===== config.mk =====
export PLATFORM = sky130hd
export DESIGN_NAME = prog_loader_arb
export DESIGN_NICKNAME = d
export VERILOG_FILES = /design/src/rtl/comproc_pkg.sv /design/src/rtl/word_assembler.sv /design/src/rtl/prog_loader_arb.sv
export SDC_FILE = /design/constraint.sdc
export NUM_CORES = 1
export LEC_CHECK = 0
export ABC_AREA = 1
export CAP_MARGIN = 20
export CORE_MARGIN = 3
export CORE_UTILIZATION = 55
export DETAILED_ROUTE_END_ITERATION = 16
export PLACE_DENSITY = 0.84
export SETUP_SLACK_MARGIN = 0.5
export SLEW_MARGIN = 15
export SYNTH_ARGS = -nofsm -noshare
export SYNTH_HDL_FRONTEND = slang
export SYNTH_SLANG_ARGS = --single-unit

===== constraint.sdc =====
create_clock -name clk -period 2.3 [get_ports clk]
set_input_delay 0.345 -clock clk [delete_from_list [all_inputs] [get_ports clk]]
set_output_delay 0.345 -clock clk [all_outputs]
set_load 0.02 [all_outputs]

===== src/rtl/comproc_pkg.sv =====
// ----------------------------------------------------------------------------
// comproc_pkg
// Shared types and constants for the program loader / memory arbiter.
//   ADDR_WIDTH  : default memory byte-address width
//   LOAD_BASE   : default byte address of the first loaded program word
//   END_WORD    : word that ends a load and releases the CPU
//   RELOAD_WORD : word received at run time that restarts a load
//   loader_state_e : loader FSM states
// ----------------------------------------------------------------------------
package comproc_pkg;

    localparam int unsigned ADDR_WIDTH  = 12;
    localparam logic [11:0] LOAD_BASE   = 12'h300;
    localparam logic [15:0] END_WORD    = 16'hFFFF;
    localparam logic [15:0] RELOAD_WORD = 16'hFFFE;

    typedef enum logic [1:0] {
        LOAD_HI,
        LOAD_LO,
        WRITE,
        RUN
    } loader_state_e;

endpackage


===== src/rtl/word_assembler.sv =====
// ----------------------------------------------------------------------------
// word_assembler
// Pairs received bytes into 16-bit words, high byte first. A pending high
// byte is dropped if no further strobe arrives for TIMEOUT_CYC cycles, so a
// lost byte cannot leave the pairing permanently out of step.
// Ports:
//   clk       : clock, rising edge
//   i_byte    : received byte
//   i_strobe  : one-cycle strobe, i_byte valid
//   i_flush   : synchronous clear of byte phase and timeout counter
//   o_word    : {held high byte, i_byte}, meaningful when o_word_v = 1
//   o_word_v  : a word completes this cycle (combinational from i_strobe)
//   o_hi_pend : a high byte is held, waiting for its low byte
// ----------------------------------------------------------------------------
module word_assembler #(
    parameter int unsigned TIMEOUT_CYC = 270000
) (
    input  logic        clk,
    input  logic [7:0]  i_byte,
    input  logic        i_strobe,
    input  logic        i_flush,
    output logic [15:0] o_word,
    output logic        o_word_v,
    output logic        o_hi_pend
);

    localparam int unsigned     TMO_W    = $clog2(TIMEOUT_CYC + 1);
    localparam logic [TMO_W-1:0] TMO_LAST = TMO_W'(TIMEOUT_CYC - 1);

    logic             r_hi_pend;
    logic [7:0]       r_hi;
    logic [TMO_W-1:0] r_tmo;

    always_ff @(posedge clk) begin
        if (i_flush) begin
            r_hi_pend <= 1'b0;
            r_tmo     <= '0;
        end else if (i_strobe) begin
            r_tmo     <= '0;
            r_hi_pend <= ~r_hi_pend;
        end else if (r_hi_pend) begin
            if (r_tmo == TMO_LAST) begin
                r_hi_pend <= 1'b0;
                r_tmo     <= '0;
            end else begin
                r_tmo <= r_tmo + TMO_W'(1);
            end
        end
    end

    // Data only; its validity is tracked by r_hi_pend.
    always_ff @(posedge clk) begin
        if (i_strobe && !r_hi_pend) begin
            r_hi <= i_byte;
        end
    end

    assign o_word    = {r_hi, i_byte};
    assign o_word_v  = i_strobe & r_hi_pend & ~i_flush;
    assign o_hi_pend = r_hi_pend;

endmodule


===== src/rtl/prog_loader_arb.sv =====
// ----------------------------------------------------------------------------
// prog_loader_arb
// Loads a program received over the UART into memory while holding the CPU
// in reset, then hands the memory port to the CPU. At run time received words
// are forwarded to the CPU; RELOAD_WORD restarts a load.
// Ports:
//   clk, rst                 : clock, synchronous active-high reset
//   rx_data, rx_data_wr      : received UART byte and its strobe
//   cpu_mem_*, cpu_wr_data   : CPU memory request
//   mem_*, mem_wr_data       : arbitrated memory port
//   cpu_rst                  : CPU held in reset while not in RUN
//   uart_in, uart_in_v       : run-time received word and one-cycle valid
//   load_err                 : sticky, a word arrived after the address wrapped
//   word_cnt                 : words written during the current load
// ----------------------------------------------------------------------------
module prog_loader_arb #(
    parameter int unsigned       ADDR_W      = comproc_pkg::ADDR_WIDTH,
    parameter logic [ADDR_W-1:0] LOAD_BASE   = ADDR_W'(comproc_pkg::LOAD_BASE),
    parameter int unsigned       TIMEOUT_CYC = 270000
) (
    input  logic              clk,
    input  logic              rst,
    input  logic [7:0]        rx_data,
    input  logic              rx_data_wr,
    input  logic [ADDR_W-1:0] cpu_mem_addr,
    input  logic              cpu_mem_wr,
    input  logic              cpu_mem_byt,
    input  logic [15:0]       cpu_wr_data,
    output logic [ADDR_W-1:0] mem_addr,
    output logic              mem_wr,
    output logic              mem_byt,
    output logic [15:0]       mem_wr_data,
    output logic              cpu_rst,
    output logic [15:0]       uart_in,
    output logic              uart_in_v,
    output logic              load_err,
    output logic [ADDR_W-2:0] word_cnt
);

    import comproc_pkg::*;

    // Program words are 16-bit, so load addresses are always even.
    localparam logic [ADDR_W-1:0] BASE_ALIGNED = {LOAD_BASE[ADDR_W-1:1], 1'b0};
    localparam logic [ADDR_W-1:0] LAST_ADDR    = {{(ADDR_W-1){1'b1}}, 1'b0};

    loader_state_e     r_state;
    loader_state_e     w_state_d;
    logic [ADDR_W-1:0] r_load_addr;
    logic [ADDR_W-2:0] r_word_cnt;
    logic              r_addr_wrap;
    logic              r_load_err;
    logic [15:0]       r_wr_word;
    logic [15:0]       r_uart_in;
    logic              r_uart_in_v;

    logic [15:0] w_word;
    logic        w_word_v;
    logic        w_hi_pend;
    logic        w_is_end;
    logic        w_is_reload;

    word_assembler #(
        .TIMEOUT_CYC (TIMEOUT_CYC)
    ) u_word_asm (
        .clk       (clk),
        .i_byte    (rx_data),
        .i_strobe  (rx_data_wr),
        .i_flush   (rst),
        .o_word    (w_word),
        .o_word_v  (w_word_v),
        .o_hi_pend (w_hi_pend)
    );

    assign w_is_end    = w_word_v && (w_word == END_WORD);
    assign w_is_reload = w_word_v && (w_word == RELOAD_WORD);

    // State register
    always_ff @(posedge clk) begin
        if (rst) begin
            r_state <= LOAD_HI;
        end else begin
            r_state <= w_state_d;
        end
    end

    // Next-state logic. LOAD_HI/LOAD_LO track the assembler's byte phase.
    always_comb begin
        w_state_d = r_state;
        unique case (r_state)
            LOAD_HI: begin
                if (rx_data_wr) w_state_d = LOAD_LO;
            end
            LOAD_LO: begin
                if (w_is_end) begin
                    w_state_d = RUN;
                end else if (w_word_v) begin
                    w_state_d = r_addr_wrap ? LOAD_HI : WRITE;
                end else if (!w_hi_pend) begin
                    w_state_d = LOAD_HI; // high byte timed out
                end
            end
            WRITE: begin
                // A strobe here is already the next word's high byte.
                w_state_d = rx_data_wr ? LOAD_LO : LOAD_HI;
            end
            RUN: begin
                if (w_is_reload) w_state_d = LOAD_HI;
            end
            default: w_state_d = LOAD_HI;
        endcase
    end

    // Load address, word counter, error flag and run-time word register
    always_ff @(posedge clk) begin
        if (rst) begin
            r_load_addr <= BASE_ALIGNED;
            r_word_cnt  <= '0;
            r_addr_wrap <= 1'b0;
            r_load_err  <= 1'b0;
            r_wr_word   <= '0;
            r_uart_in   <= '0;
            r_uart_in_v <= 1'b0;
        end else begin
            r_uart_in_v <= 1'b0;
            unique case (r_state)
                LOAD_LO: begin
                    if (w_word_v && !w_is_end) begin
                        if (r_addr_wrap) begin
                            r_load_err <= 1'b1;
                        end else begin
                            r_wr_word <= w_word;
                        end
                    end
                end
                WRITE: begin
                    r_load_addr <= r_load_addr + ADDR_W'(2);
                    r_word_cnt  <= r_word_cnt + (ADDR_W-1)'(1);
                    if (r_load_addr == LAST_ADDR) r_addr_wrap <= 1'b1;
                end
                RUN: begin
                    if (w_is_reload) begin
                        r_load_addr <= BASE_ALIGNED;
                        r_word_cnt  <= '0;
                        r_addr_wrap <= 1'b0;
                    end else if (w_word_v) begin
                        r_uart_in   <= w_word;
                        r_uart_in_v <= 1'b1;
                    end
                end
                default: ;
            endcase
        end
    end

    // Outputs: memory port mux and CPU reset, decoded from state only.
    always_comb begin
        mem_addr    = r_load_addr;
        mem_wr      = (r_state == WRITE);
        mem_byt     = 1'b0;
        mem_wr_data = r_wr_word;
        cpu_rst     = 1'b1;
        if (r_state == RUN) begin
            mem_addr    = cpu_mem_addr;
            mem_wr      = cpu_mem_wr;
            mem_byt     = cpu_mem_byt;
            mem_wr_data = cpu_wr_data;
            cpu_rst     = 1'b0;
        end
    end

    assign uart_in   = r_uart_in;
    assign uart_in_v = r_uart_in_v;
    assign load_err  = r_load_err;
    assign word_cnt  = r_word_cnt;

endmodule


; Word-level counts from Yosys, hierarchy flattened
; Index checks and enable logic that the tools add are counted.
[totals]
regBits = 88
out_inout_bits = 60
[classes]
add_sub_neg = 3
n_eq_ne = 11
mux = 25
n_bitwise = 7
n_reduce_logical = 16
[ops]
columns = cell, n
row1 = $eq A16 B16 Y1 const B, 2
row2 = $mux W12, 2
row3 = $pmux W12 S2, 1
row4 = $pmux W11 S2, 1
row5 = $add A19 B1 Y19 const B, 1
row6 = $eq A19 B19 Y1 const B, 1
row7 = $mux W19, 1
row8 = $mux W16, 1
row9 = $reduce_and A3 Y1, 5
row10 = $add A12 B2 Y12 const B, 1
row11 = $eq A12 B12 Y1 const B, 1
row12 = $mux W2, 6
row13 = $add A11 B1 Y11 const B, 1
row14 = $mux W11, 1
row15 = $mux W1, 10
row16 = $pmux W2 S4, 1
row17 = $ne A2 B2 Y1 const B, 3
row18 = $not A1 Y1, 5
row19 = $eq A2 B2 Y1 const B, 2
row20 = $logic_and A1 B1 Y1, 4
row21 = $ne A4 B4 Y1 const B, 1
row22 = $reduce_or A3 Y1, 1
row23 = $and A1 B1 Y1, 2
row24 = $eq A2 B1 Y1 const B, 1
row25 = other kinds (6), 7

; Depth between registers and ports, before layout
; Gate-level depths: netlist of the first run.
[depth]
depth_word = 6
ltp_mapped = 11

; Hierarchy
; A second synthesis of the first run with hierarchy kept.
[hier_totals]
cells_unflattened = 672
hier_area_um2 = 4579.4
[modules_own_cells]
columns = mod, n_inst, cells_per_inst, area_per_inst_um2, seq_area_each_um2
row1 = prog_loader_arb, 1, 475, 3070.4, 1181.1
row2 = word_assembler, 1, 197, 1508.9, 640.6

; Worst setup path before layout of the first run
; OpenSTA, ideal clock, no wires.
[synth_timing]
path_kind = reg2out
from = register r_state[1]
to = output mem_addr[10]
t_arrival_ns = 1.289
setup_slack_ns = 0.666
stages_incl_launch_ff = 5
cell_sequence = dfxtp_1 nand2_1 inv_2 clkbuf_1 o21ai_0
[synth_via]
elab_chain_len = 2
[synth_lines]
columns = item, line
row1 = start: declaration, prog_loader_arb.sv:46  ; loader_state_e r_state;
row2 = start signal: assignment, prog_loader_arb.sv:82  ; r_state <= w_state_d;
row3 = $eq A2 B2 Y1, prog_loader_arb.sv:162  ; if (r_state == RUN) begin
row4 = $mux W12, prog_loader_arb.sv:162
row5 = end: declaration, prog_loader_arb.sv:29  ; output logic [ADDR_W-1:0] mem_addr,
; Every way passes these cells.

; Worst setup path after layout of the first run
[layout_timing]
from = register r_state[1]
to = output mem_wr_data[8]
[layout_via]
elab_chain_len = 2
[layout_lines]
columns = item, line
row1 = $eq A2 B2 Y1, prog_loader_arb.sv:162
row2 = $mux W16, prog_loader_arb.sv:162
row3 = end: declaration, prog_loader_arb.sv:32  ; output logic [15:0] mem_wr_data,
; Every way passes these cells.

==> results of run 1 <==
[state kept, by name, summed over array words and instances, names as in the netlist]
signal / flops
r_state: 2
r_addr_wrap: 1
uart_in: 16
word_cnt: 11
r_load_addr: 11
u_word_asm.r_hi: 8
uart_in_v: 1
r_wr_word: 16
u_word_asm.r_tmo: 19
load_err: 1
u_word_asm.o_hi_pend: 1
[per-layer routing]
metal  up-vias  wire, microns
li1       2401              -
met1      2238           4968
met2       206           6796
met3        27            906
met4         0            335
met5         -              0
[how the worst min path moves through the flow]
stage / slack, ns / to / start / depth (start not counted)
after CTS: 0.50 / r_wr_word[8] / r_wr_word[8] / 2
final: 0.50 / r_wr_word[4] / r_wr_word[4] / 2
after global placement: 0.46 / load_err / load_err / 2
after floorplan: 0.44 / u_word_asm.r_hi[0] / rx_data[0] / 0
after detailed placement: 0.48 / r_wr_word[8] / r_wr_word[8] / 2
after global routing: 0.52 / r_wr_word[6] / r_wr_word[6] / 2
[area by class of cell]
| class | instances | area, sq um | area share (%) |
|---|---|---|---|
| inverters | 66 | 252.7 | 4.209 |
| clock buffers | 11 | 141.4 | 2.355 |
| well taps | 102 | 127.6 | 2.125 |
| flip-flops and latches | 87 | 1827 | 30.42 |
| multi-input cells | 512 | 2369 | 39.45 |
| clock inverters | 5 | 81.33 | 1.354 |
| repair buffers | 121 | 1206 | 20.09 |
[through the flow]
step	setup slack, ns	cell area, sq um	cells	hold WS [ns]	total power, mW
floorplan	0.6656	4568	691	0.4439	1.689
global placement	0.2937	5702	881	0.4624	1.808
detailed placement	0.2493	5702	881	0.4802	1.814
CTS	0.4930	5963	900	0.4957	2.980
global route	0.4757	6005	904	0.5209	3.071
finish	0.5402	6005	904	0.5014	2.978
[kinds of logic (layout without fill, tap and decap cells)]
kind of cell / Yosys count / count (layout)
xor gates and xnor gates: 21 / 21
buffers and inverters: 92 / 203
and+or+nand+nor: 442 / 442
DFF: 87 / 87
adders and majority gates: 3 / 3
AOI/OAI and AO/OA: 46 / 46
[worst reg2reg max path: cells and delay by family (launching register included)]
| kind | cells | cell delay, ns |
|---|---|---|
| flops | 1 | 0.50 |
| compound gates | 1 | 0.20 |
| buf+inv | 1 | 0.14 |
| simple gates | 6 | 0.75 |
[cell usage after synthesis (all sizes together), types with 8 or more instances]
cell,count,area [sq um]
nor2,122,499.2
xor2,16,140.1
nand2,213,812.0
edfxtp,8,240.2
dfxtp,79,1582
clkbuf,10,37.54
nand3,55,292.8
o21ai,14,70.07
nand4,8,50.05
inv,66,247.7
buf,16,100.1
a21oi,26,130.1
nor3,39,195.2
[where the power goes]
| part | internal [mW] | total [mW] | switching, mW |
|---|---|---|---|
| clock network | 0.643 | 1.20 | 0.555 |
| registers | 1.55 | 1.57 | 0.0203 |
| logic | 0.0995 | 0.211 | 0.112 |
| total | 2.29 | 2.98 | 0.687 |
[what timing repair did]
action | CTS | global route
pin swaps | 0 | 1
cloned | 1 | 1
endpoints found under the setup margin | 32 | 52
buffers inserted | 2 | 3
resized for setup | 111 | 29
==> out/summary.txt, run 1 <==
result of the run - complete, no violations
R2R Path Start - u_word_asm.r_hi[3]
DIE WIDTH - 97.14 microns
worst-case register-to-register setup slack - 0.61 ns
Cell Rows - 32
main combinational cell family by area after synthesis - simple AND/OR/NAND/NOR gates
GR Util met1 - 32.27%
post-synthesis adder-cell area fraction - 0.8217%
die boundary height - 97.14 microns
Post-synth EDFFs - 8
via count of the first global-routing pass - 4733
GRT Resource Usage Total - 27.44%
number of clock buffers inserted by TritonCTS - 9
number of DRC violations after detailed routing - 0
most used cell, CP - sky130_fd_sc_hd__nand2_1
Fin. Hold Viols - 0
weighted congestion reported at the end of routability-driven placement - 0.9256
average vias per placed instance - 5.389
largest stage delay on the critical path - 0.37 ns
Setup TNS - 0 ns
layout cell share with drive strength beyond 1 - 10.10%
leading cell type in the layout, fill and taps excluded - sky130_fd_sc_hd__nand2_1
Critical Setup Path Class - reg -> out
count of cell instances traversed by the critical path - 5
DR vias - 4872
Worst IR Drop VDD - 0.4865 mV
sum of buffers and inverters on the critical path - 2
data required time of the worst path - 1.96 ns
die footprint - 0.009435 sq mm
kind of path behind the tightest hold check - reg -> reg
fin nets - 841
crit path capture type - output pin
P_leak - 2.708 nW
Ports - 101
number of unique standard cell types used by synthesis - 35
worst clock skew - 0.01110 ns
unrepaired setup endpoints after global routing - true
total congestion overflow - 0
antenna fix cells - 0
dominant synthesized flop cell - sky130_fd_sc_hd__dfxtp_1
most frequent cells in the layout - sky130_fd_sc_hd__nand2_1, sky130_fd_sc_hd__nor2_1, sky130_fd_sc_hd__dfxtp_1, sky130_fd_sc_hd__inv_1, sky130_fd_sc_hd__clkdlybuf4s50_1
simple-gate portion of the synthesized area - 41.52%
area growth from synthesis to layout - 31.44%
Synth Area in Compound Gates - 5.314%
Slew @ Worst Pin - 0.4054 ns
Critical Path Source Type - register
CTS Hold Bufs - 0
number of H-tree levels - 3
count of maximum capacitance violations - 0
achievable clock frequency - 568.3 MHz
r2r worst-path depth - 8
core outline area - 0.007888 sq mm
share of flip-flops with an asynchronous set or reset after synthesis - 0%
shortest clock period the worst path allows after layout - 1.760 ns
cell-by-cell listing of the critical path - nand2_4 -> buf_12 -> nand2_1 -> nand2_1 -> clkdlybuf4s15_2
end point of the critical path - mem_wr_data[8]
Detailed Route WL - 13010 microns
number of buffers added on ports - 100
met2 demand-to-capacity share in global routing - 48.20%
Critical path origin - r_state[1]
crit path max fanout - 25
warning count from the yosys run - 0
kind of cell with the highest combined delay on the critical path - buffers and inverters
Syn Std Cell Area - 0.004568 sq mm
post-synthesis share of cell area spent on xor and xnor gates - 4.026%
number of antenna violations at the first check in global routing - 0
filler cell count - 613
Post-DP HPWL - 8933 microns
latest clock arrival within the worst-skew pair - 0.36 ns
power density over cell area - 495.9 mW/mm^2
pins over their slew limit - 0
net count of the mapped netlist - 735
crit path DAT - 1.41 ns
GRT Max-Usage Layer - met2
Critical Path Slowest Stage Cell - sky130_fd_sc_hd__dfxtp_4
Worst-path clk slew - 0.09 ns
post-route core utilization - 76.13%
share of synthesized area occupied by flip-flops and latches - 39.88%
Starting DRT DRC Count - 311
average footprint of a synthesized cell - 6.611 sq um
portion of the clock cycle consumed by the worst path in the final layout - 76.51%
Starting Density - 57.92%
portion of netlist area occupied by mux cells - 0%
cell count after synthesis - 691
post-synthesis register bit count - 87
largest net degree at the start of global routing - 34
detailed-route wire length per cell - 14.39 microns
maximum buffer depth of the clock tree - 2
root buf cell - sky130_fd_sc_hd__clkbuf_8
number of clock sinks seen by CTS - 87
total iterations of the first detailed-routing run - 5
number of failing setup endpoints in the final timing report - 0
Slew HR - 72.91%
number of nets still failing antenna checks after routing - 0
M3 GR Usage - 6.174%
TritonCTS clock tree - built
critical register-to-register path endpoint - r_wr_word[7]
global-route wire length before repair - 21650 microns
Power figures use the tool's default switching activity.
==> run 2: changes to the inputs <==
--- a/config.mk
+++ b/config.mk
@@ -8,9 +8,9 @@
 export ABC_AREA = 1
 export CAP_MARGIN = 20
 export CORE_MARGIN = 3
-export CORE_UTILIZATION = 55
+export CORE_UTILIZATION = 51
 export DETAILED_ROUTE_END_ITERATION = 16
-export PLACE_DENSITY = 0.84
+export PLACE_DENSITY = 0.79
 export SETUP_SLACK_MARGIN = 0.5
 export SLEW_MARGIN = 15
 export SYNTH_ARGS = -nofsm -noshare
==> constraint.sdc (replaced) <==
create_clock -name clk -period 1.79 [get_ports clk]
set_input_delay 0.2685 -clock clk [delete_from_list [all_inputs] [get_ports clk]]
set_output_delay 0.2685 -clock clk [all_outputs]
set_load 0.02 [all_outputs]
==> out/summary.txt, run 2 (synthesis gave the netlist of run 1 again) <==
result of the run - finished, violations left
violated checks - setup timing
share of total power in sequential cells - 50.3% (-2.4 points)
flip-flop count of the largest register after layout - 19 (unchanged)
crit path DAT - 1.58 ns (+0.17 ns)
root buf cell - sky130_fd_sc_hd__clkbuf_8
largest stage delay on the critical path - 0.41 ns (+0.04 ns)
pre-CTS WS - -0.09043 ns (-0.3397 ns)
Cell Rows - 33 (+3.1%)
die footprint - 0.01013 sq mm (+7.3%)
number of failing setup endpoints in the final timing report - 2 (+2)
fin nets - 928 (+10%)
setup ws final - -0.06153 ns (-0.6017 ns)
Starting Density - 53.97% (-3.9 points)
Slew HR - 62.02% (-11 points)
Critical Setup Path Class - reg -> out
crit path max fanout - 33 (+32%)
GRT Resource Usage Total - 34.52% (+7.1 points)
area growth from synthesis to layout - 80.50%
worst clock skew - 0.02515 ns (+0.01405 ns)
number of buffers added on ports - 100 (unchanged)
Critical Path Source Type - register
portion of the clock cycle consumed by the worst path in the final layout - 103.4%
weighted congestion reported at the end of routability-driven placement - 0.8975 (-3.0%)
unrepaired setup endpoints after global routing - true
pins over their slew limit - 0 (unchanged)
core outline area - 0.008464 sq mm (+7.3%)
Fin. Hold Viols - 0 (unchanged)
DIE WIDTH - 100.6 microns (+3.6%)
number of clock sinks seen by CTS - 87 (unchanged)
crit path capture type - output pin
number of nets still failing antenna checks after routing - 0 (unchanged)
Critical Path Slowest Stage Cell - sky130_fd_sc_hd__dfxtp_4
Gate power share - 12.4% (+5.3 points)
Post-Place Cells - 915 (+3.9%)
count of maximum capacitance violations - 0 (unchanged)
maximum buffer depth of the clock tree - 2 (unchanged)
Worst-path clk slew - 0.13 ns (+0.04 ns)
largest net degree at the start of global routing - 34 (unchanged)
Ports - 101 (unchanged)
global-route wire length before repair - 27770 microns (+28%)
layout cell share with drive strength beyond 1 - 52.08% (+42 points)
kind of path behind the tightest hold check - in -> reg
post-route core utilization - 97.41% (+21 points)
share of total power consumed by net switching - 31.35% (+8.3 points)
data required time of the worst path - 1.52 ns (-0.44 ns)
DR vias - 6729 (+38%)
total iterations of the first detailed-routing run - 8 (+3)
die boundary height - 100.6 microns (+3.6%)
Net Switching - 1.258 mW (+83%)
Post-DP HPWL - 9084 microns (+1.7%)
average vias per placed instance - 6.763 (+25%)
part of the total power dissipated in the clock network - 37.2% (-3.0 points)
TritonCTS clock tree - built
cell-by-cell listing of the critical path - nand2_8 -> inv_16 -> nand2_1 -> nand2_2 -> buf_6
power density over cell area - 486.5 mW/mm^2 (-1.9%)
CTS Hold Bufs - 0 (unchanged)
most frequent cells in the layout - sky130_fd_sc_hd__nand2_1, sky130_fd_sc_hd__nor2_1, sky130_fd_sc_hd__buf_4, sky130_fd_sc_hd__inv_1, sky130_fd_sc_hd__nand2_2
Setup TNS - -0.07549 ns (-0.07549 ns)
number of antenna violations at the first check in global routing - 0 (unchanged)
detailed-route wire length per cell - 26.89 microns (+87%)
number of H-tree levels - 3 (unchanged)
total congestion overflow - 0 (unchanged)
latest clock arrival within the worst-skew pair - 0.40 ns (+0.04 ns)
number of DRC violations after detailed routing - 0 (unchanged)
via count of the first global-routing pass - 5574 (+18%)
Total Power - 4.011 mW (+35%)
number of clock buffers inserted by TritonCTS - 9 (unchanged)
Cell Count, Final, Fillers Out - 995 (+10%)
Starting DRT DRC Count - 916 (+190%)
total internal power - 2.754 mW (+20%)
Slew @ Worst Pin - 0.5645 ns (+0.1591 ns)
P_leak - 3.600 nW (+33%)
Detailed Route WL - 26760 microns (+110%)
register name with the most flops - u_word_asm.r_tmo
Worst IR Drop VDD - 0.5260 mV (+8.1%)
leading cell type in the layout, fill and taps excluded - sky130_fd_sc_hd__nand2_1
shortest clock period the worst path allows after layout - 1.852 ns
achievable clock frequency - 540.1 MHz
[run 2: cell count changes in the layout (fill, tap and decap cells not counted), moves of 23 or more]
cell	previous run	this run
sky130_fd_sc_hd__clkdlybuf4s50_1	62	30
sky130_fd_sc_hd__dfxtp_1	77	47
sky130_fd_sc_hd__nand2_4	2	47
sky130_fd_sc_hd__nand2_2	2	51
sky130_fd_sc_hd__nand3_1	53	30
sky130_fd_sc_hd__buf_4	15	67
sky130_fd_sc_hd__nor2_1	117	71
sky130_fd_sc_hd__nand2_1	209	113
sky130_fd_sc_hd__buf_6	0	45
sky130_fd_sc_hd__nor3_1	39	13
sky130_fd_sc_hd__nor2_4	3	30
[run 2: timing repair]
item / in CTS / in global routing
resized for setup: 438 / 234
pin swaps: 31 / 74
setup endpoints to repair: 134 / 133
buffers inserted: 35 / 16
cloned: 11 / 1
[run 2: routing by layer]
layer,wire [microns],track usage (%)
met1,8505,41.46
met2,11650,58.89
met3,3677,6.367
met4,2883,17.20
met5,38,0
[run 2: critical path, delay by kind of cell (launching register included)]
kind          cells  cell delay, ns
buf+inv           2            0.29
simple gates      3            0.48
flops             1            0.41
[run 2: area by class of cell]
type,count,area [sq um]
diodes,1,2.502
fillers,126,219.0
well taps,105,131.4
clock buffers,9,123.9
flip-flops and latches,87,1884
multi-input cells,512,3578
repair buffers,208,2177
clock inverters,7,68.82
inverters,66,279.0
[run 2: metrics by stage]
| stage | area (sq um) | hold WS (ns) |
|---|---|---|
| after floorplan | 4727 | 0.3674 |
| after global placement | 6092 | 0.4507 |
| final | 8245 | 0.3885 |
| after global routing | 8243 | 0.3738 |
| after CTS | 7368 | 0.3627 |
| after detailed placement | 6092 | 0.4677 |
[run 2: path summary, 6_finish.rpt]
| kind | startpoint | to | slack, ns | cells after the start |
|---|---|---|---|---|
| worst max-delay path | r_state[1] | mem_wr_data[14] | -0.06 | 5 |
| worst min register to register | word_cnt[0] | word_cnt[0] | 0.51 | 1 |
| worst max register to register | r_state[0] | r_wr_word[10] | 0.06 | 8 |
| worst min-delay path | rx_data[3] | u_word_asm.r_hi[3] | 0.39 | 2 |
[run 2: power groups by stage]
stage | sequential (mW) | combinational [mW] | clock (mW)
CTS | 2.01 | 0.376 | 1.38
floorplan | 2.05 | 0.129 | 0
global placement | 2.06 | 0.311 | 0
finish | 2.02 | 0.499 | 1.49
detailed placement | 2.06 | 0.316 | 0
global route | 2.02 | 0.505 | 1.51
